`src/rtl/cpu_ctrl_pkg.sv`:
```
// Shared encodings and stage-register bundles for the 16-bit MIPS control pipeline.
// Latency: n/a (types and constants only).
// Backpressure: n/a.
package cpu_ctrl_pkg;

    // reg_DST: which instruction field names the destination register
    localparam logic [1:0] RDST_RT   = 2'b00;
    localparam logic [1:0] RDST_RD   = 2'b01;
    localparam logic [1:0] RDST_LINK = 2'b10;
    localparam logic [1:0] RDST_NONE = 2'b11;

    // mem_to_reg: write-back data source
    localparam logic [1:0] M2R_ALU = 2'b00;
    localparam logic [1:0] M2R_MEM = 2'b01;
    localparam logic [1:0] M2R_PC  = 2'b10;

    // ALU_op: ALU control class
    localparam logic [1:0] ALUOP_ADD   = 2'b00;
    localparam logic [1:0] ALUOP_SUB   = 2'b01;
    localparam logic [1:0] ALUOP_FUNC  = 2'b10;
    localparam logic [1:0] ALUOP_LOGIC = 2'b11;

    // EX operand source selects
    localparam logic [1:0] FWD_RF  = 2'b00;
    localparam logic [1:0] FWD_MEM = 2'b01;
    localparam logic [1:0] FWD_WB  = 2'b10;

    // jal writes the return address here
    localparam logic [2:0] LINK_REG = 3'd7;

    // Full decoded control bundle, as carried in the EX register
    typedef struct packed {
        logic       jump;
        logic       branch;
        logic       mem_read;
        logic       mem_write;
        logic       alu_src;
        logic       reg_write;
        logic [1:0] mem_to_reg;
        logic [1:0] alu_op;
    } ctrl_t;

    // Subset still needed once the instruction has left EX
    typedef struct packed {
        logic       mem_read;
        logic       mem_write;
        logic       reg_write;
        logic [1:0] mem_to_reg;
    } mem_ctrl_t;

    typedef struct packed {
        logic       reg_write;
        logic [1:0] mem_to_reg;
    } wb_ctrl_t;

endpackage

```
`src/rtl/ctrl_pipe_unit_if.sv`:
```
// ID-stage control bundle in, per-stage controls and hazard signals out.
// Latency: n/a (wires only).
// Backpressure: stall/if_id_flush are returned to the fetch side on this bus.
// Ports: master = decoder/datapath side, slave = ctrl_pipe_unit.
// fwd_a/fwd_b exist only when CTRL_PIPE_FWD_EN is defined.
interface ctrl_pipe_unit_if #(parameter int REG_W = 3);
    logic             id_valid;
    logic [1:0]       id_reg_DST;
    logic             id_jump;
    logic             id_branch;
    logic             id_mem_read;
    logic             id_mem_write;
    logic             id_ALU_src;
    logic             id_reg_write;
    logic [1:0]       id_mem_to_reg;
    logic [1:0]       id_ALU_op;
    logic [REG_W-1:0] id_rs;
    logic [REG_W-1:0] id_rt;
    logic [REG_W-1:0] id_rd;
    logic             redirect;

    logic             stall;
    logic             if_id_flush;
    logic [1:0]       ex_ALU_op;
    logic             ex_ALU_src;
    logic             ex_branch;
    logic             ex_jump;
    logic             mem_read;
    logic             mem_write;
    logic [1:0]       wb_mem_to_reg;
    logic             wb_reg_write;
    logic [REG_W-1:0] wb_dst;
`ifdef CTRL_PIPE_FWD_EN
    logic [1:0]       fwd_a;
    logic [1:0]       fwd_b;
`endif

    modport master (
        output id_valid, id_reg_DST, id_jump, id_branch, id_mem_read, id_mem_write,
               id_ALU_src, id_reg_write, id_mem_to_reg, id_ALU_op, id_rs, id_rt, id_rd,
               redirect,
        input  stall, if_id_flush, ex_ALU_op, ex_ALU_src, ex_branch, ex_jump,
               mem_read, mem_write, wb_mem_to_reg, wb_reg_write, wb_dst
`ifdef CTRL_PIPE_FWD_EN
             , fwd_a, fwd_b
`endif
    );

    modport slave (
        input  id_valid, id_reg_DST, id_jump, id_branch, id_mem_read, id_mem_write,
               id_ALU_src, id_reg_write, id_mem_to_reg, id_ALU_op, id_rs, id_rt, id_rd,
               redirect,
        output stall, if_id_flush, ex_ALU_op, ex_ALU_src, ex_branch, ex_jump,
               mem_read, mem_write, wb_mem_to_reg, wb_reg_write, wb_dst
`ifdef CTRL_PIPE_FWD_EN
             , fwd_a, fwd_b
`endif
    );
endinterface

```
`src/rtl/ctrl_pipe_unit_hazard_detect.sv`:
```
// Register-hazard stall and EX forwarding-select logic.
// Latency: purely combinational.
// Backpressure: o_stall holds PC/IF-ID; suppressed while a redirect squashes ID.
// Ports: ID source usage/fields, EX/MEM (and WB) effective-write info, redirect in;
// o_stall out, plus o_fwd_a/o_fwd_b when CTRL_PIPE_FWD_EN is defined.
module hazard_detect import cpu_ctrl_pkg::*; #(
    parameter int REG_W = 3
) (
    input  logic             i_rs_used,
    input  logic             i_rt_used,
    input  logic [REG_W-1:0] i_id_rs,
    input  logic [REG_W-1:0] i_id_rt,
    input  logic             i_redirect,
    input  logic             i_ex_wr,
    input  logic             i_ex_mem_read,
    input  logic [REG_W-1:0] i_ex_dst,
    input  logic             i_mem_wr,
    input  logic [REG_W-1:0] i_mem_dst,
`ifdef CTRL_PIPE_FWD_EN
    input  logic [REG_W-1:0] i_ex_rs,
    input  logic [REG_W-1:0] i_ex_rt,
    input  logic             i_wb_wr,
    input  logic [REG_W-1:0] i_wb_dst,
    output logic [1:0]       o_fwd_a,
    output logic [1:0]       o_fwd_b,
`endif
    output logic             o_stall
);

    logic w_ex_hit;
    logic w_load_use;
    logic w_hazard;

    // i_*_wr already folds in valid and dst != 0, so r0 can never match
    assign w_ex_hit = i_ex_wr &
                      ((i_rs_used & (i_id_rs != '0) & (i_id_rs == i_ex_dst)) |
                       (i_rt_used & (i_id_rt != '0) & (i_id_rt == i_ex_dst)));
    assign w_load_use = i_ex_mem_read & w_ex_hit;

`ifdef CTRL_PIPE_FWD_EN
    // ALU results forward from MEM/WB; only a load in EX has no value yet
    assign w_hazard = w_load_use;

    function automatic logic [1:0] fwd_sel(input logic [REG_W-1:0] src);
        if ((src != '0) && i_mem_wr && (src == i_mem_dst))
            return FWD_MEM;
        else if ((src != '0) && i_wb_wr && (src == i_wb_dst))
            return FWD_WB;
        else
            return FWD_RF;
    endfunction

    assign o_fwd_a = fwd_sel(i_ex_rs);
    assign o_fwd_b = fwd_sel(i_ex_rt);
`else
    logic w_mem_hit;

    assign w_mem_hit = i_mem_wr &
                       ((i_rs_used & (i_id_rs != '0) & (i_id_rs == i_mem_dst)) |
                        (i_rt_used & (i_id_rt != '0) & (i_id_rt == i_mem_dst)));
    // WB writes before the ID read in the same cycle, so only EX/MEM matter
    assign w_hazard = w_load_use | w_ex_hit | w_mem_hit;
`endif

    // The ID instruction is being squashed anyway, so never hold it
    assign o_stall = w_hazard & ~i_redirect;

endmodule

```
`src/rtl/ctrl_pipe_unit.sv`:
```
// Carries decoded controls through EX/MEM/WB registers with stall and flush handling.
// Latency: ID controls reach ex_* 1 cycle, mem_* 2 cycles, wb_* 3 cycles after sampling.
// Backpressure: stall/if_id_flush are combinational; a stall or redirect loads an EX bubble.
// Ports: clk, rst_n (async active-low), bus (ctrl_pipe_unit_if.slave).
// Optional forwarding selects: define CTRL_PIPE_FWD_EN.
module ctrl_pipe_unit import cpu_ctrl_pkg::*; #(
    parameter int REG_W = 3
) (
    input  logic          clk,
    input  logic          rst_n,
    ctrl_pipe_unit_if.slave bus
);

    ctrl_t            w_id_ctrl;
    logic [REG_W-1:0] w_id_dst;
    logic             w_rs_used;
    logic             w_rt_used;
    logic             w_stall;
    logic             w_ex_load;
    logic             w_ex_wr;
    logic             w_mem_wr;

    ctrl_t            r_ex_ctrl;
    logic             r_ex_valid;
    logic [REG_W-1:0] r_ex_dst;
    mem_ctrl_t        r_mem_ctrl;
    logic             r_mem_valid;
    logic [REG_W-1:0] r_mem_dst;
    wb_ctrl_t         r_wb_ctrl;
    logic [REG_W-1:0] r_wb_dst;

    assign w_id_ctrl = '{jump:       bus.id_jump,
                         branch:     bus.id_branch,
                         mem_read:   bus.id_mem_read,
                         mem_write:  bus.id_mem_write,
                         alu_src:    bus.id_ALU_src,
                         reg_write:  bus.id_reg_write,
                         mem_to_reg: bus.id_mem_to_reg,
                         alu_op:     bus.id_ALU_op};

    always_comb begin
        w_id_dst = '0;
        case (bus.id_reg_DST)
            RDST_RT:   w_id_dst = bus.id_rt;
            RDST_RD:   w_id_dst = bus.id_rd;
            RDST_LINK: w_id_dst = REG_W'(LINK_REG);
            default:   w_id_dst = '0;
        endcase
    end

    // rt is a source for R-format, beq (ALU_src=0) and sw; jumps read nothing
    assign w_rs_used = bus.id_valid & ~bus.id_jump;
    assign w_rt_used = bus.id_valid & ~bus.id_jump & (~bus.id_ALU_src | bus.id_mem_write);

    assign w_ex_wr  = r_ex_valid  & r_ex_ctrl.reg_write  & (r_ex_dst  != '0);
    assign w_mem_wr = r_mem_valid & r_mem_ctrl.reg_write & (r_mem_dst != '0);

    assign w_ex_load = bus.id_valid & ~w_stall & ~bus.redirect;

`ifdef CTRL_PIPE_FWD_EN
    logic [REG_W-1:0] r_ex_rs;
    logic [REG_W-1:0] r_ex_rt;
    logic             r_wb_valid;
    logic             w_wb_wr;

    assign w_wb_wr = r_wb_valid & r_wb_ctrl.reg_write & (r_wb_dst != '0);

    // Unused sources are stored as r0 so they never select a forward path
    always_ff @(posedge clk or negedge rst_n) begin
        if (!rst_n) begin
            r_ex_rs    <= '0;
            r_ex_rt    <= '0;
            r_wb_valid <= 1'b0;
        end else begin
            r_ex_rs    <= (w_ex_load & w_rs_used) ? bus.id_rs : '0;
            r_ex_rt    <= (w_ex_load & w_rt_used) ? bus.id_rt : '0;
            r_wb_valid <= r_mem_valid;
        end
    end
`endif

    hazard_detect #(.REG_W(REG_W)) u_hazard (
        .i_rs_used     (w_rs_used),
        .i_rt_used     (w_rt_used),
        .i_id_rs       (bus.id_rs),
        .i_id_rt       (bus.id_rt),
        .i_redirect    (bus.redirect),
        .i_ex_wr       (w_ex_wr),
        .i_ex_mem_read (r_ex_ctrl.mem_read),
        .i_ex_dst      (r_ex_dst),
        .i_mem_wr      (w_mem_wr),
        .i_mem_dst     (r_mem_dst),
`ifdef CTRL_PIPE_FWD_EN
        .i_ex_rs       (r_ex_rs),
        .i_ex_rt       (r_ex_rt),
        .i_wb_wr       (w_wb_wr),
        .i_wb_dst      (r_wb_dst),
        .o_fwd_a       (bus.fwd_a),
        .o_fwd_b       (bus.fwd_b),
`endif
        .o_stall       (w_stall)
    );

    // Bubbles are all-zero so downstream consumers need no valid gating
    always_ff @(posedge clk or negedge rst_n) begin
        if (!rst_n) begin
            r_ex_ctrl   <= '0;
            r_ex_valid  <= 1'b0;
            r_ex_dst    <= '0;
            r_mem_ctrl  <= '0;
            r_mem_valid <= 1'b0;
            r_mem_dst   <= '0;
            r_wb_ctrl   <= '0;
            r_wb_dst    <= '0;
        end else begin
            if (w_ex_load) begin
                r_ex_ctrl  <= w_id_ctrl;
                r_ex_valid <= 1'b1;
                r_ex_dst   <= w_id_dst;
            end else begin
                r_ex_ctrl  <= '0;
                r_ex_valid <= 1'b0;
                r_ex_dst   <= '0;
            end
            r_mem_ctrl  <= '{mem_read:   r_ex_ctrl.mem_read,
                             mem_write:  r_ex_ctrl.mem_write,
                             reg_write:  r_ex_ctrl.reg_write,
                             mem_to_reg: r_ex_ctrl.mem_to_reg};
            r_mem_valid <= r_ex_valid;
            r_mem_dst   <= r_ex_dst;
            r_wb_ctrl   <= '{reg_write:  r_mem_ctrl.reg_write,
                             mem_to_reg: r_mem_ctrl.mem_to_reg};
            r_wb_dst    <= r_mem_dst;
        end
    end

    assign bus.stall         = w_stall;
    assign bus.if_id_flush   = bus.redirect;
    assign bus.ex_ALU_op     = r_ex_ctrl.alu_op;
    assign bus.ex_ALU_src    = r_ex_ctrl.alu_src;
    assign bus.ex_branch     = r_ex_ctrl.branch;
    assign bus.ex_jump       = r_ex_ctrl.jump;
    assign bus.mem_read      = r_mem_ctrl.mem_read;
    assign bus.mem_write     = r_mem_ctrl.mem_write;
    assign bus.wb_mem_to_reg = r_wb_ctrl.mem_to_reg;
    assign bus.wb_reg_write  = r_wb_ctrl.reg_write;
    assign bus.wb_dst        = r_wb_dst;

endmodule

```
`src/flat_wrapper.sv`:
```
// flat-port wrapper written by rule: the top's interface ports become plain ports
module ctrl_pipe_unit_flat import cpu_ctrl_pkg::*;
#(
    parameter int REG_W = 3
)
  (clk, rst_n, bus_id_valid, bus_id_reg_DST, bus_id_jump, bus_id_branch, bus_id_mem_read, bus_id_mem_write, bus_id_ALU_src, bus_id_reg_write, bus_id_mem_to_reg, bus_id_ALU_op, bus_id_rs, bus_id_rt, bus_id_rd, bus_redirect, bus_stall, bus_if_id_flush, bus_ex_ALU_op, bus_ex_ALU_src, bus_ex_branch, bus_ex_jump, bus_mem_read, bus_mem_write, bus_wb_mem_to_reg, bus_wb_reg_write, bus_wb_dst);
  ctrl_pipe_unit_if #(.REG_W(REG_W)) bus_i ();
  input  logic clk;
  input  logic rst_n;
  input wire logic [$bits(bus_i.id_valid)-1:0] bus_id_valid;
  input wire logic [$bits(bus_i.id_reg_DST)-1:0] bus_id_reg_DST;
  input wire logic [$bits(bus_i.id_jump)-1:0] bus_id_jump;
  input wire logic [$bits(bus_i.id_branch)-1:0] bus_id_branch;
  input wire logic [$bits(bus_i.id_mem_read)-1:0] bus_id_mem_read;
  input wire logic [$bits(bus_i.id_mem_write)-1:0] bus_id_mem_write;
  input wire logic [$bits(bus_i.id_ALU_src)-1:0] bus_id_ALU_src;
  input wire logic [$bits(bus_i.id_reg_write)-1:0] bus_id_reg_write;
  input wire logic [$bits(bus_i.id_mem_to_reg)-1:0] bus_id_mem_to_reg;
  input wire logic [$bits(bus_i.id_ALU_op)-1:0] bus_id_ALU_op;
  input wire logic [$bits(bus_i.id_rs)-1:0] bus_id_rs;
  input wire logic [$bits(bus_i.id_rt)-1:0] bus_id_rt;
  input wire logic [$bits(bus_i.id_rd)-1:0] bus_id_rd;
  input wire logic [$bits(bus_i.redirect)-1:0] bus_redirect;
  output wire logic [$bits(bus_i.stall)-1:0] bus_stall;
  output wire logic [$bits(bus_i.if_id_flush)-1:0] bus_if_id_flush;
  output wire logic [$bits(bus_i.ex_ALU_op)-1:0] bus_ex_ALU_op;
  output wire logic [$bits(bus_i.ex_ALU_src)-1:0] bus_ex_ALU_src;
  output wire logic [$bits(bus_i.ex_branch)-1:0] bus_ex_branch;
  output wire logic [$bits(bus_i.ex_jump)-1:0] bus_ex_jump;
  output wire logic [$bits(bus_i.mem_read)-1:0] bus_mem_read;
  output wire logic [$bits(bus_i.mem_write)-1:0] bus_mem_write;
  output wire logic [$bits(bus_i.wb_mem_to_reg)-1:0] bus_wb_mem_to_reg;
  output wire logic [$bits(bus_i.wb_reg_write)-1:0] bus_wb_reg_write;
  output wire logic [$bits(bus_i.wb_dst)-1:0] bus_wb_dst;
  assign bus_i.id_valid = bus_id_valid;
  assign bus_i.id_reg_DST = bus_id_reg_DST;
  assign bus_i.id_jump = bus_id_jump;
  assign bus_i.id_branch = bus_id_branch;
  assign bus_i.id_mem_read = bus_id_mem_read;
  assign bus_i.id_mem_write = bus_id_mem_write;
  assign bus_i.id_ALU_src = bus_id_ALU_src;
  assign bus_i.id_reg_write = bus_id_reg_write;
  assign bus_i.id_mem_to_reg = bus_id_mem_to_reg;
  assign bus_i.id_ALU_op = bus_id_ALU_op;
  assign bus_i.id_rs = bus_id_rs;
  assign bus_i.id_rt = bus_id_rt;
  assign bus_i.id_rd = bus_id_rd;
  assign bus_i.redirect = bus_redirect;
  assign bus_stall = bus_i.stall;
  assign bus_if_id_flush = bus_i.if_id_flush;
  assign bus_ex_ALU_op = bus_i.ex_ALU_op;
  assign bus_ex_ALU_src = bus_i.ex_ALU_src;
  assign bus_ex_branch = bus_i.ex_branch;
  assign bus_ex_jump = bus_i.ex_jump;
  assign bus_mem_read = bus_i.mem_read;
  assign bus_mem_write = bus_i.mem_write;
  assign bus_wb_mem_to_reg = bus_i.wb_mem_to_reg;
  assign bus_wb_reg_write = bus_i.wb_reg_write;
  assign bus_wb_dst = bus_i.wb_dst;
  ctrl_pipe_unit #(.REG_W(REG_W)) u_core (.clk(clk), .rst_n(rst_n), .bus(bus_i));
endmodule
```
`config.mk`:
```
export PLATFORM = sky130hd
export DESIGN_NAME = ctrl_pipe_unit_flat
export DESIGN_NICKNAME = d
export VERILOG_FILES = /design/src/rtl/cpu_ctrl_pkg.sv /design/src/rtl/ctrl_pipe_unit_if.sv /design/src/rtl/ctrl_pipe_unit_hazard_detect.sv /design/src/rtl/ctrl_pipe_unit.sv /design/src/flat_wrapper.sv
export SDC_FILE = /design/constraint.sdc
export NUM_CORES = 1
export LEC_CHECK = 0
export BUFFER_PORTS_ARGS = -buffer_cell sky130_fd_sc_hd__buf_2
export CAP_MARGIN = 15
export CELL_PAD_IN_SITES_DETAIL_PLACEMENT = 0
export CELL_PAD_IN_SITES_GLOBAL_PLACEMENT = 2
export CORE_UTILIZATION = 27
export CTS_CLUSTER_DIAMETER = 30
export CTS_CLUSTER_SIZE = 8
export DETAILED_ROUTE_END_ITERATION = 16
export GPL_ROUTABILITY_DRIVEN = 0
export PLACE_DENSITY = 0.77
export SYNTH_ARGS = -nofsm -noshare
export SYNTH_HDL_FRONTEND = slang
export SYNTH_SLANG_ARGS = --single-unit
```
`constraint.sdc`:
```
create_clock -name clk -period 1.2 [get_ports clk]
set_input_delay 0.06 -clock clk [delete_from_list [all_inputs] [get_ports clk]]
set_output_delay 0.06 -clock clk [all_outputs]
set_load 0.005 [all_outputs]
```
==> results of run 1 <==
==> metrics by stage <==
step / hold WS (ns) / std cells / cell area [sq um] / TNS [ns]
after global routing: 0.0121 / 187 / 1590 / -5.95
final: 0.0149 / 187 / 1590 / -4.74
after CTS: 0.00587 / 185 / 1500 / -3.98
after detailed placement: 0.108 / 175 / 1390 / -4.80
after floorplan: -0.236 / 84 / 1120 / -0.988
after global placement: 0.0978 / 175 / 1390 / -4.20
==> what timing repair did <==
action,in CTS,in global routing
resized for setup,1,17
buffers inserted,1,1
setup endpoints to repair,14,14
endpoints found under the hold margin,29,0
hold buffers,1,0
pin swaps,1,5
cloned,0,1
==> final cells by class <==
class                           count  share of cell area
Sequential cell                    29               0.457
Tap cell                           50              0.0394
Multi-Input combinational cell     50               0.270
Clock buffer                        6              0.0457
Timing Repair Buffer               50               0.181
Clock inverter                      2             0.00631
==> worst register-to-register path: stages, from the launching register on <==
cell                      delay (ns)
sky130_fd_sc_hd__dfrtp_1        0.44
sky130_fd_sc_hd__xnor2_1        0.16
sky130_fd_sc_hd__nand3_1        0.11
sky130_fd_sc_hd__o22ai_2        0.19
sky130_fd_sc_hd__a22oi_2        0.12
sky130_fd_sc_hd__buf_4          0.16
sky130_fd_sc_hd__buf_6          0.13
sky130_fd_sc_hd__and3_4         0.14
==> metal layers <==
| metal | wire [um] | vias up | global-route usage |
|---|---|---|---|
| met5 | 0 | - | 0 |
| met4 | 16 | 0 | 0.0479 |
| met3 | 111 | 3 | 0.0328 |
| met2 | 1200 | 19 | 0.188 |
| met1 | 903 | 387 | 0.111 |
| li1 | - | 395 | - |
==> cells in the mapped netlist <==
| cell | count | area, sq um |
|---|---|---|
| sky130_fd_sc_hd__o311a_1 | 2 | 20.0 |
| sky130_fd_sc_hd__and2_1 | 2 | 12.5 |
| sky130_fd_sc_hd__buf_6 | 1 | 11.3 |
| sky130_fd_sc_hd__o22ai_1 | 2 | 12.5 |
| sky130_fd_sc_hd__dfrtp_1 | 29 | 726 |
| sky130_fd_sc_hd__a21oi_1 | 3 | 15.0 |
| sky130_fd_sc_hd__nor2_1 | 1 | 3.75 |
| sky130_fd_sc_hd__xnor2_1 | 12 | 105 |
| sky130_fd_sc_hd__nand2b_1 | 4 | 25.0 |
| sky130_fd_sc_hd__nand3_1 | 4 | 20.0 |
| sky130_fd_sc_hd__and3_1 | 12 | 75.1 |
| sky130_fd_sc_hd__nor3_1 | 3 | 15.0 |
| sky130_fd_sc_hd__o31ai_1 | 1 | 7.51 |
| sky130_fd_sc_hd__buf_4 | 3 | 22.5 |
| sky130_fd_sc_hd__a22oi_2 | 1 | 12.5 |
| sky130_fd_sc_hd__clkbuf_1 | 1 | 3.75 |
| sky130_fd_sc_hd__nor2b_1 | 2 | 12.5 |
| sky130_fd_sc_hd__o311ai_2 | 1 | 16.3 |
==> path summary, 6_finish.rpt <==
path	slack [ns]	from	end
worst max-delay path	-0.35	u_core.r_mem_dst[2]	bus_stall
worst min-delay path	0.01	bus_id_jump	u_core.bus.ex_jump
worst max register to register	-0.35	u_core.r_mem_dst[2]	u_core.bus.ex_ALU_op[1]
worst min register to register	0.35	u_core.r_ex_ctrl[7]	u_core.bus.mem_read
max in group asynchronous	0.46	rst_n	u_core.bus.mem_write
min in group asynchronous	0.34	rst_n	u_core.r_mem_ctrl[2]
==> where the power goes <==
part / total (mW) / switching (mW) / internal (mW) / leakage [nW]
logic: 0.225 / 0.0992 / 0.125 / 0.354
clock network: 0.736 / 0.336 / 0.400 / 0.0450
registers: 1.04 / 0.0223 / 1.02 / 0.389
==> kinds of logic after synthesis <==
logic type,synth area share
AND/OR/NAND/NOR,0.147
XOR/XNOR,0.0942
flip-flops,0.650
buffers and inverters,0.0336
AO/OA/AOI/OAI,0.0751
==> out/results.md, run 1 <==
## Synthesis
- 1120 sq um — summed instance area of the synthesized netlist
- 0.650 — sequential element share of the synthesized area
- 84 — cell count after synthesis
- 29 — synthesized flop and latch total
- 13.3 sq um — average instance area after synthesis
- 18 — synth unique cells
- 109 — Net Count, Synth
- 0 — synth warn

## Layout
- 0.399 — core utilization of the finished layout
- u_core.r_ex_ctrl — register name with the most flops
- 411 — fillers
- 39 x sky130_fd_sc_hd__buf_2, 29 x sky130_fd_sc_hd__dfrtp_1, 12 x sky130_fd_sc_hd__xnor2_1, 12 x sky130_fd_sc_hd__and3_4, 8 x sky130_fd_sc_hd__buf_4 — most frequent cells in the layout
- 0.533 — fraction of layout instances using a drive strength above 1
- 161 — Post-layout nets
- 428 sq um — area of the multi-input gates
- 42.2% — area added between synthesis and finish
- 726 sq um — sequential cell area
- sky130_fd_sc_hd__buf_2 — most common library cell in the layout ignoring fill and taps
- 0 — Antenna Diode Count
- 5 — number of flip-flops in the largest register

## GRT
- 0 — aggregate global routing overflow
- 0.105 — global routing usage summed across all routing layers
- 0 — number of antenna violations at the first check in global routing
- 3.40 mm — first-pass GRT wire length
- 793 — vias in the first global route
- 30 — maximum number of pins on one net before global-route repair

## CTS
- sky130_fd_sc_hd__clkbuf_8 — CTS Root Buffer Type
- 2 — worst-case clock buffer depth
- 5 — number of buffers inserted during clock tree synthesis
- done — CTS tree
- 0.06 ns — clock transition at the register clock pins on the worst setup and hold paths after CTS
- 29 — TritonCTS sink count
- 0.27 ns — clock latency on the worst-skew pair
- 2 — H-tree lvl count

## Floorplan
- 66.3 um — die span in x
- 4400 sq um — area enclosed by the die boundary
- 0.281 — starting density of the core
- 66.3 um — die boundary height
- 23 — num rows
- 40 — total I/O pin count
- 3970 sq um — area of the core

## Hold path
- primary input to flop — worst hold-check path type
- 2 — Min-Delay Path Depth

## Routing
- 0 — number of antenna-violating nets in the routed design
- 1 — residual DRC count
- 804 — Via Count
- 11.9 um — mean routed wirelength per cell
- 4.30 — average via count per standard cell
- 19 — DR iter-0 viols
- 12 — detailed-router iteration count before antenna repair
- 2.23 mm — Routed Wire Length

## STA
- 0.644 GHz — Max Clk Rate
- -0.353 ns — setup ws final
- 0.409 — worst slew margin relative to its limit
- 14 — Setup Viol. Count Final
- 0.885 ns — slew at the pin closest to its max-slew limit
- 1.29 — period utilization
- 0 — final hold violation count
- 0.00428 ns — Fin Clk Skew
- yes — unrepaired setup endpoints after global routing
- 1.55 ns — final critical-path required period
- 0 — number of slew-limit violations in the final report

## Critical path
- flip-flops — Crit path max-delay family
- 1 — Buf+Inv Stages, Crit Path
- output port — Worst Setup End Kind
- flop to output port — critical path class
- xnor2_1 -> nand3_1 -> o22ai_2 -> a22oi_2 -> nor2_1 -> buf_2 — sequence of cells on the critical path
- sky130_fd_sc_hd__dfrtp_1 — worst-path cell with the longest stage delay
- 1.14 ns — worst endpoint required time
- 6 — instance count on the critical path
- 7 — reg2reg path depth
- 4 — peak fanout along the critical path
- flop — Worst setup SP type
- 1.49 ns — Worst Path Arrival
- 0.44 ns — slowest cell delay on critical path

## Run status
- DRC, setup timing — failing checks
- finished, violations left — status

## Placed design
- -0.371 ns — Placement Setup Slack
- 39 — port buffer count
- 1.57 mm — half-perimeter wire length after placement

## Power and ir drop
- 0.787 nW — Lkg Pwr
- 0.000375 V — worst ir drop on vdd
- 1260 nW/um^2 — power density cells
- 2.00 mW — power after layout

## Job
- 0 — reported max-cap violation count

Power figures use the tool's default switching activity.
==> run 2: changes to the inputs <==
Settings changed: RECOVER_POWER from default to 25.
==> run 2 against run 1 <==
The run still ends with DRC, setup timing left. Non-clock buffer count stayed put. Global-route usage stayed put. Final cell count stayed put. Utilization hardly changed.
==> out/results.md, run 2 (same netlist as run 1, synthesis figures left out) <==
## Run status
- finished, violations left — status
- DRC, setup timing — failing checks

## Routing
- 19 — DR iter-0 viols, unchanged
- 0 — number of antenna-violating nets in the routed design, unchanged
- 12 — detailed-router iteration count before antenna repair, unchanged
- 804 — Via Count, unchanged
- 11.9 um — mean routed wirelength per cell, about the same
- 2.23 mm — Routed Wire Length, about the same
- 4.30 — average via count per standard cell, unchanged
- 1 — residual DRC count, unchanged

## Critical path
- 1.49 ns — Worst Path Arrival, about the same
- 0.44 ns — slowest cell delay on critical path, about the same
- output port — Worst Setup End Kind
- flip-flops — Crit path max-delay family
- u_core.bus.ex_ALU_op[1] — r2r endpoint
- 4 — peak fanout along the critical path, unchanged
- 1.14 ns — worst endpoint required time, about the same
- u_core.r_mem_dst[2] — CP startpoint
- 6 — instance count on the critical path, unchanged
- sky130_fd_sc_hd__dfrtp_1 — worst-path cell with the longest stage delay
- xnor2_1 -> nand3_1 -> o22ai_2 -> a22oi_2 -> nor2_1 -> buf_2 — sequence of cells on the critical path
- 1 — Buf+Inv Stages, Crit Path, unchanged
- u_core.r_mem_dst[2] — worst reg2reg startpoint
- flop to output port — critical path class
- bus_stall — critical path capture point
- flop — Worst setup SP type
- -0.35 ns — reg-to-reg setup timing slack, about the same
- 7 — reg2reg path depth, unchanged

## GRT
- 30 — maximum number of pins on one net before global-route repair, unchanged
- 0 — number of antenna violations at the first check in global routing, unchanged
- 3.40 mm — first-pass GRT wire length, unchanged
- 0 — aggregate global routing overflow, unchanged
- 0.105 — global routing usage summed across all routing layers, unchanged
- 793 — vias in the first global route, unchanged

## STA
- 0.0149 ns — worst-case hold slack, -0.0000283 ns
- 0.886 ns — slew at the pin closest to its max-slew limit, +0.000479 ns
- 14 — Setup Viol. Count Final, unchanged
- 0.00428 ns — Fin Clk Skew, unchanged
- 0.643 GHz — Max Clk Rate, about the same
- 1.55 ns — final critical-path required period, +0.00154 ns
- yes — unrepaired setup endpoints after global routing
- 0.408 — worst slew margin relative to its limit, about the same
- 1.30 — period utilization, about the same
- 0 — final hold violation count, unchanged
- -0.354 ns — setup ws final, -0.00154 ns
- 0 — number of slew-limit violations in the final report, unchanged

## Power and ir drop
- 1260 nW/um^2 — power density cells, about the same
- 0.785 nW — Lkg Pwr, -0.35%
- 0.000375 V — worst ir drop on vdd, unchanged

## Floorplan
- 66.3 um — die span in x, unchanged
- 66.3 um — die boundary height, unchanged
- 40 — total I/O pin count, unchanged
- 3970 sq um — area of the core, unchanged
- 0.281 — starting density of the core, unchanged
- 23 — num rows, unchanged
- 4400 sq um — area enclosed by the die boundary, unchanged

## Layout
- 5 — number of flip-flops in the largest register, unchanged
- 0 — Antenna Diode Count, unchanged
- 726 sq um — sequential cell area, unchanged
- 161 — Post-layout nets, unchanged
- 187 — final instance count without filler cells, unchanged
- 410 — fillers, -0.24%
- sky130_fd_sc_hd__buf_2 — most common library cell in the layout ignoring fill and taps
- 38 x sky130_fd_sc_hd__buf_2, 29 x sky130_fd_sc_hd__dfrtp_1, 12 x sky130_fd_sc_hd__xnor2_1, 12 x sky130_fd_sc_hd__and3_4, 8 x sky130_fd_sc_hd__buf_4 — most frequent cells in the layout
- 1590 sq um — final instance area, about the same
- 428 sq um — area of the multi-input gates, unchanged
- u_core.r_ex_ctrl — register name with the most flops
- 42.0% — area added between synthesis and finish, about the same
- 0.526 — fraction of layout instances using a drive strength above 1, -0.00730

## CTS
- done — CTS tree
- 2 — worst-case clock buffer depth, unchanged
- 0.06 ns — clock transition at the register clock pins on the worst setup and hold paths after CTS, about the same
- 2 — H-tree lvl count, unchanged
- 5 — number of buffers inserted during clock tree synthesis, unchanged
- 29 — TritonCTS sink count, unchanged
- sky130_fd_sc_hd__clkbuf_8 — CTS Root Buffer Type
- 0.27 ns — clock latency on the worst-skew pair, about the same

## Placed design
- 1.57 mm — half-perimeter wire length after placement, unchanged
- 175 — # placed instances, unchanged
- 1390 sq um — Placement Cell Area, unchanged
- 39 — port buffer count, unchanged

## Job
- 0 — reported max-cap violation count, unchanged

## Hold path
- primary input to flop — worst hold-check path type

[run 2: area by class of cell]
| class | count | area share |
|---|---|---|
| clock buffer | 6 | 0.0458 |
| clock inverter | 2 | 0.00631 |
| multi-input combinational | 50 | 0.270 |
| sequential | 29 | 0.458 |
| tap | 50 | 0.0395 |
| timing repair buffer | 50 | 0.181 |
[run 2: layer usage]
metal	vias to the layer above	track usage	wire length, um
met5	-	0	0
met4	0	0.0479	16
met3	3	0.0328	111
met2	19	0.188	1200
met1	387	0.111	901
li1	395	-	-
[run 2: repair_timing]
action                                  4_1_cts  5_1_grt
endpoints found under the hold margin        29        0
resized for setup                             1       17
cloned                                        0        1
setup buffers                                 1        1
endpoints found under the setup margin       14       14
hold buffers                                  1        0
pin swaps                                     1        5
[run 2: worst min-delay path by stage]
stage / from / to / slack, ns / depth (start not counted)
final: bus_id_jump / u_core.bus.ex_jump / 0.01 / 2
after global routing: bus_id_jump / u_core.bus.ex_jump / 0.01 / 2
after floorplan: rst_n / u_core.bus.ex_ALU_op[0] / -0.24 / 0
after detailed placement: rst_n / u_core.bus.wb_reg_write / 0.11 / 1
after global placement: rst_n / u_core.bus.wb_dst[2] / 0.1 / 1
after CTS: bus_id_jump / u_core.bus.ex_jump / 0.006 / 2
[run 2: power by group]
group / leakage (nW) / internal, mW / total [mW] / switching [mW]
sequential: 0.389 / 1.02 / 1.04 / 0.0223
combinational: 0.351 / 0.125 / 0.224 / 0.0993
clock: 0.0450 / 0.400 / 0.736 / 0.336
[run 2: through the flow]
stage	TNS, ns	utilization	setup WS, ns	power (mW)
6_report	-4.74	0.399	-0.354	2.00
5_1_grt	-5.95	0.399	-0.492	2.09
4_1_cts	-3.98	0.376	-0.376	2.01
3_5_place_dp	-4.80	0.350	-0.371	1.26
3_3_place_gp	-4.20	0.350	-0.309	1.25
2_1_floorplan	-0.988	-	-0.111	1.14
==> run 3: changes to the inputs <==
Settings changed: GPL_TIMING_DRIVEN from default to 0, PLACE_DENSITY 0.77 to default, PLACE_DENSITY_LB_ADDON from default to 0.1.
==> run 3 against run 2 <==
The run ends with setup timing left. Utilization down 0.60 points. Worst setup slack worse by 0.11 ns. Maximum frequency down 6.3%. Clock power up 36%. Wire length up 1.4%. Critical path type unchanged. Largest power group unchanged.
==> out/results.md, run 3 (same netlist as run 1, synthesis figures left out) <==
## Run status
- finished, violations left — status
- setup timing — failing checks

## GRT
- 766 — vias in the first global route, -3.4%
- 0 — number of antenna violations at the first check in global routing, unchanged
- 30 — maximum number of pins on one net before global-route repair, unchanged
- 0.118 — global routing usage summed across all routing layers, +0.0130
- 0 — aggregate global routing overflow, unchanged
- 3.61 mm — first-pass GRT wire length, +6.1%

## CTS
- done — CTS tree
- 2 — H-tree lvl count, unchanged
- sky130_fd_sc_hd__clkbuf_8 — CTS Root Buffer Type
- 0.06 ns — clock transition at the register clock pins on the worst setup and hold paths after CTS, about the same
- 5 — number of buffers inserted during clock tree synthesis, unchanged
- 0.27 ns — clock latency on the worst-skew pair, about the same
- 2 — worst-case clock buffer depth, unchanged
- 29 — TritonCTS sink count, unchanged

## Layout
- 0 — Antenna Diode Count, unchanged
- 39.9% — area added between synthesis and finish
- 401 — fillers, -2.2%
- 39 x sky130_fd_sc_hd__buf_2, 26 x sky130_fd_sc_hd__dfrtp_1, 12 x sky130_fd_sc_hd__and3_1 — most frequent cells in the layout
- 729 sq um — sequential cell area, +0.52%
- u_core.r_ex_ctrl — register name with the most flops
- 380 sq um — area of the multi-input gates, -11%
- 1560 sq um — final instance area, -1.5%
- sky130_fd_sc_hd__buf_2 — most common library cell in the layout ignoring fill and taps
- 0.393 — core utilization of the finished layout, -0.00599
- 160 — Post-layout nets, -0.62%
- 0.463 — fraction of layout instances using a drive strength above 1, -0.0623
- 5 — number of flip-flops in the largest register, unchanged

## Routing
- 4.25 — average via count per standard cell, -1.1%
- 4 — detailed-router iteration count before antenna repair, -8
- 0 — residual DRC count, -1
- 2.26 mm — Routed Wire Length, +1.4%
- 0 — number of antenna-violating nets in the routed design, unchanged
- 12 — DR iter-0 viols, -7
- 12.1 um — mean routed wirelength per cell, +2.0%
- 791 — Via Count, -1.6%

## Power and ir drop
- 2.25 mW — power after layout, +12%
- 0.000667 V — worst ir drop on vdd, +78%
- 1440 nW/um^2 — power density cells, +14%
- 0.813 nW — Lkg Pwr, +3.6%

## Critical path
- u_core.r_ex_dst[1] — worst reg2reg startpoint
- output port — Worst Setup End Kind
- 7 — reg2reg path depth, unchanged
- 1.60 ns — Worst Path Arrival, +0.11 ns
- -0.34 ns — reg-to-reg setup timing slack, about the same
- u_core.r_ex_ctrl[7] — r2r endpoint
- flop to output port — critical path class
- 4 — peak fanout along the critical path, unchanged
- 1.14 ns — worst endpoint required time, about the same
- flop — Worst setup SP type

## Floorplan
- 40 — total I/O pin count, unchanged
- 0.281 — starting density of the core, unchanged
- 4400 sq um — area enclosed by the die boundary, unchanged
- 66.3 um — die span in x, unchanged
- 23 — num rows, unchanged
- 3970 sq um — area of the core, unchanged
- 66.3 um — die boundary height, unchanged

## Hold path
- primary input to flop — worst hold-check path type
- u_core.r_ex_ctrl[4] — destination of the worst hold path
- 2 — Min-Delay Path Depth, unchanged
- bus_id_reg_write — hold wc startpoint

## STA
- 0 — number of slew-limit violations in the final report, unchanged
- 1.38 — period utilization, +0.0878
- 0.617 ns — slew at the pin closest to its max-slew limit, -0.268 ns
- 0.00384 ns — Fin Clk Skew, -0.000435 ns
- 0 — final hold violation count, unchanged
- yes — unrepaired setup endpoints after global routing
- -0.459 ns — setup ws final, -0.105 ns
- 1.66 ns — final critical-path required period, +0.105 ns
- -4.25 ns — Setup Total Neg Slack, +0.494 ns
- 0.588 — worst slew margin relative to its limit, +0.180
- 14 — Setup Viol. Count Final, unchanged
- 0.603 GHz — Max Clk Rate, -6.3%

## Placed design
- 1.65 mm — half-perimeter wire length after placement, +5.3%
- 1370 sq um — Placement Cell Area, -1.1%
- -0.327 ns — Placement Setup Slack, +0.0447 ns
- 39 — port buffer count, unchanged

## Job
- 0 — reported max-cap violation count, unchanged

==> run 3: changes by cell type in the layout (fill, tap and decap cells not counted) <==
cell | before | now
sky130_fd_sc_hd__and2_1 | 1 | 2
sky130_fd_sc_hd__and2_4 | 1 | 0
sky130_fd_sc_hd__and3_1 | 0 | 12
sky130_fd_sc_hd__and3_4 | 12 | 0
sky130_fd_sc_hd__buf_2 | 38 | 39
sky130_fd_sc_hd__buf_4 | 8 | 7
sky130_fd_sc_hd__buf_6 | 2 | 1
sky130_fd_sc_hd__bufinv_16 | 0 | 1
sky130_fd_sc_hd__clkbuf_8 | 5 | 6
sky130_fd_sc_hd__clkinv_2 | 2 | 0
sky130_fd_sc_hd__dfrtp_1 | 29 | 26
sky130_fd_sc_hd__dfrtp_2 | 0 | 3
sky130_fd_sc_hd__xnor2_1 | 12 | 10
sky130_fd_sc_hd__xnor2_2 | 0 | 2
==> run 3: critical path, stage by stage, from the launching register on <==
cell and delay, ns:
sky130_fd_sc_hd__dfrtp_2 0.44, sky130_fd_sc_hd__o311a_1 0.36, sky130_fd_sc_hd__a22oi_2 0.25, sky130_fd_sc_hd__buf_6 0.14, sky130_fd_sc_hd__nor2_1 0.03, sky130_fd_sc_hd__buf_2 0.11
==> run 3: what timing repair did <==
action                                  CTS  global route
pin swaps                                 3             2
endpoints found under the setup margin   14            14
endpoints found under the hold margin    29             0
gates cloned                              0             0
resized for setup                         4             3
buffers inserted                          4             0
hold buffers                              1             0
==> run 3: cell type report <==
type | count | share of cell area
clock inverters | 1 | 0.0192
flip-flops and latches | 29 | 0.467
repair buffers | 44 | 0.151
clock buffers | 7 | 0.0553
well taps | 50 | 0.0401
plain buffers | 5 | 0.0240
multi-input cells | 50 | 0.244
==> run 3: worst max path at each step <==
| stage | startpoint | endpoint | slack [ns] | cells after the start |
|---|---|---|---|---|
| after floorplan | u_core.r_mem_dst[1] | u_core.bus.ex_ALU_src | -0.11 | 4 |
| after global placement | u_core.r_mem_dst[1] | u_core.r_ex_ctrl[7] | -0.33 | 6 |
| after detailed placement | u_core.r_mem_dst[2] | u_core.r_ex_ctrl[7] | -0.33 | 6 |
| after CTS | u_core.r_mem_dst[2] | bus_stall | -0.48 | 5 |
| after global routing | u_core.r_mem_dst[0] | bus_stall | -0.53 | 7 |
| final | u_core.r_mem_dst[1] | bus_stall | -0.46 | 5 |
==> run 3: power breakdown <==
group          leakage [nW]  total, mW  switching [mW]  internal [mW]
Combinational         0.370      0.203          0.0947          0.108
Clock                0.0585       1.00           0.328          0.675
Sequential            0.384       1.04          0.0247           1.02
==> run 3: routing by layer <==
metal	vias to the layer above	GRT usage	part of all wire
met1	365	0.152	0.47
met3	5	0.0414	0.067
li1	391	-	-
met4	0	0.0559	0.0097
met5	-	0	0
met2	30	0.175	0.45
==> run 3: through the flow <==
stage                     hold slack [ns]  std cells
after floorplan                    -0.236         84
after global placement              0.103        173
after detailed placement            0.114        173
after CTS                          0.0126        186
after global routing               0.0168        186
final                              0.0185        186
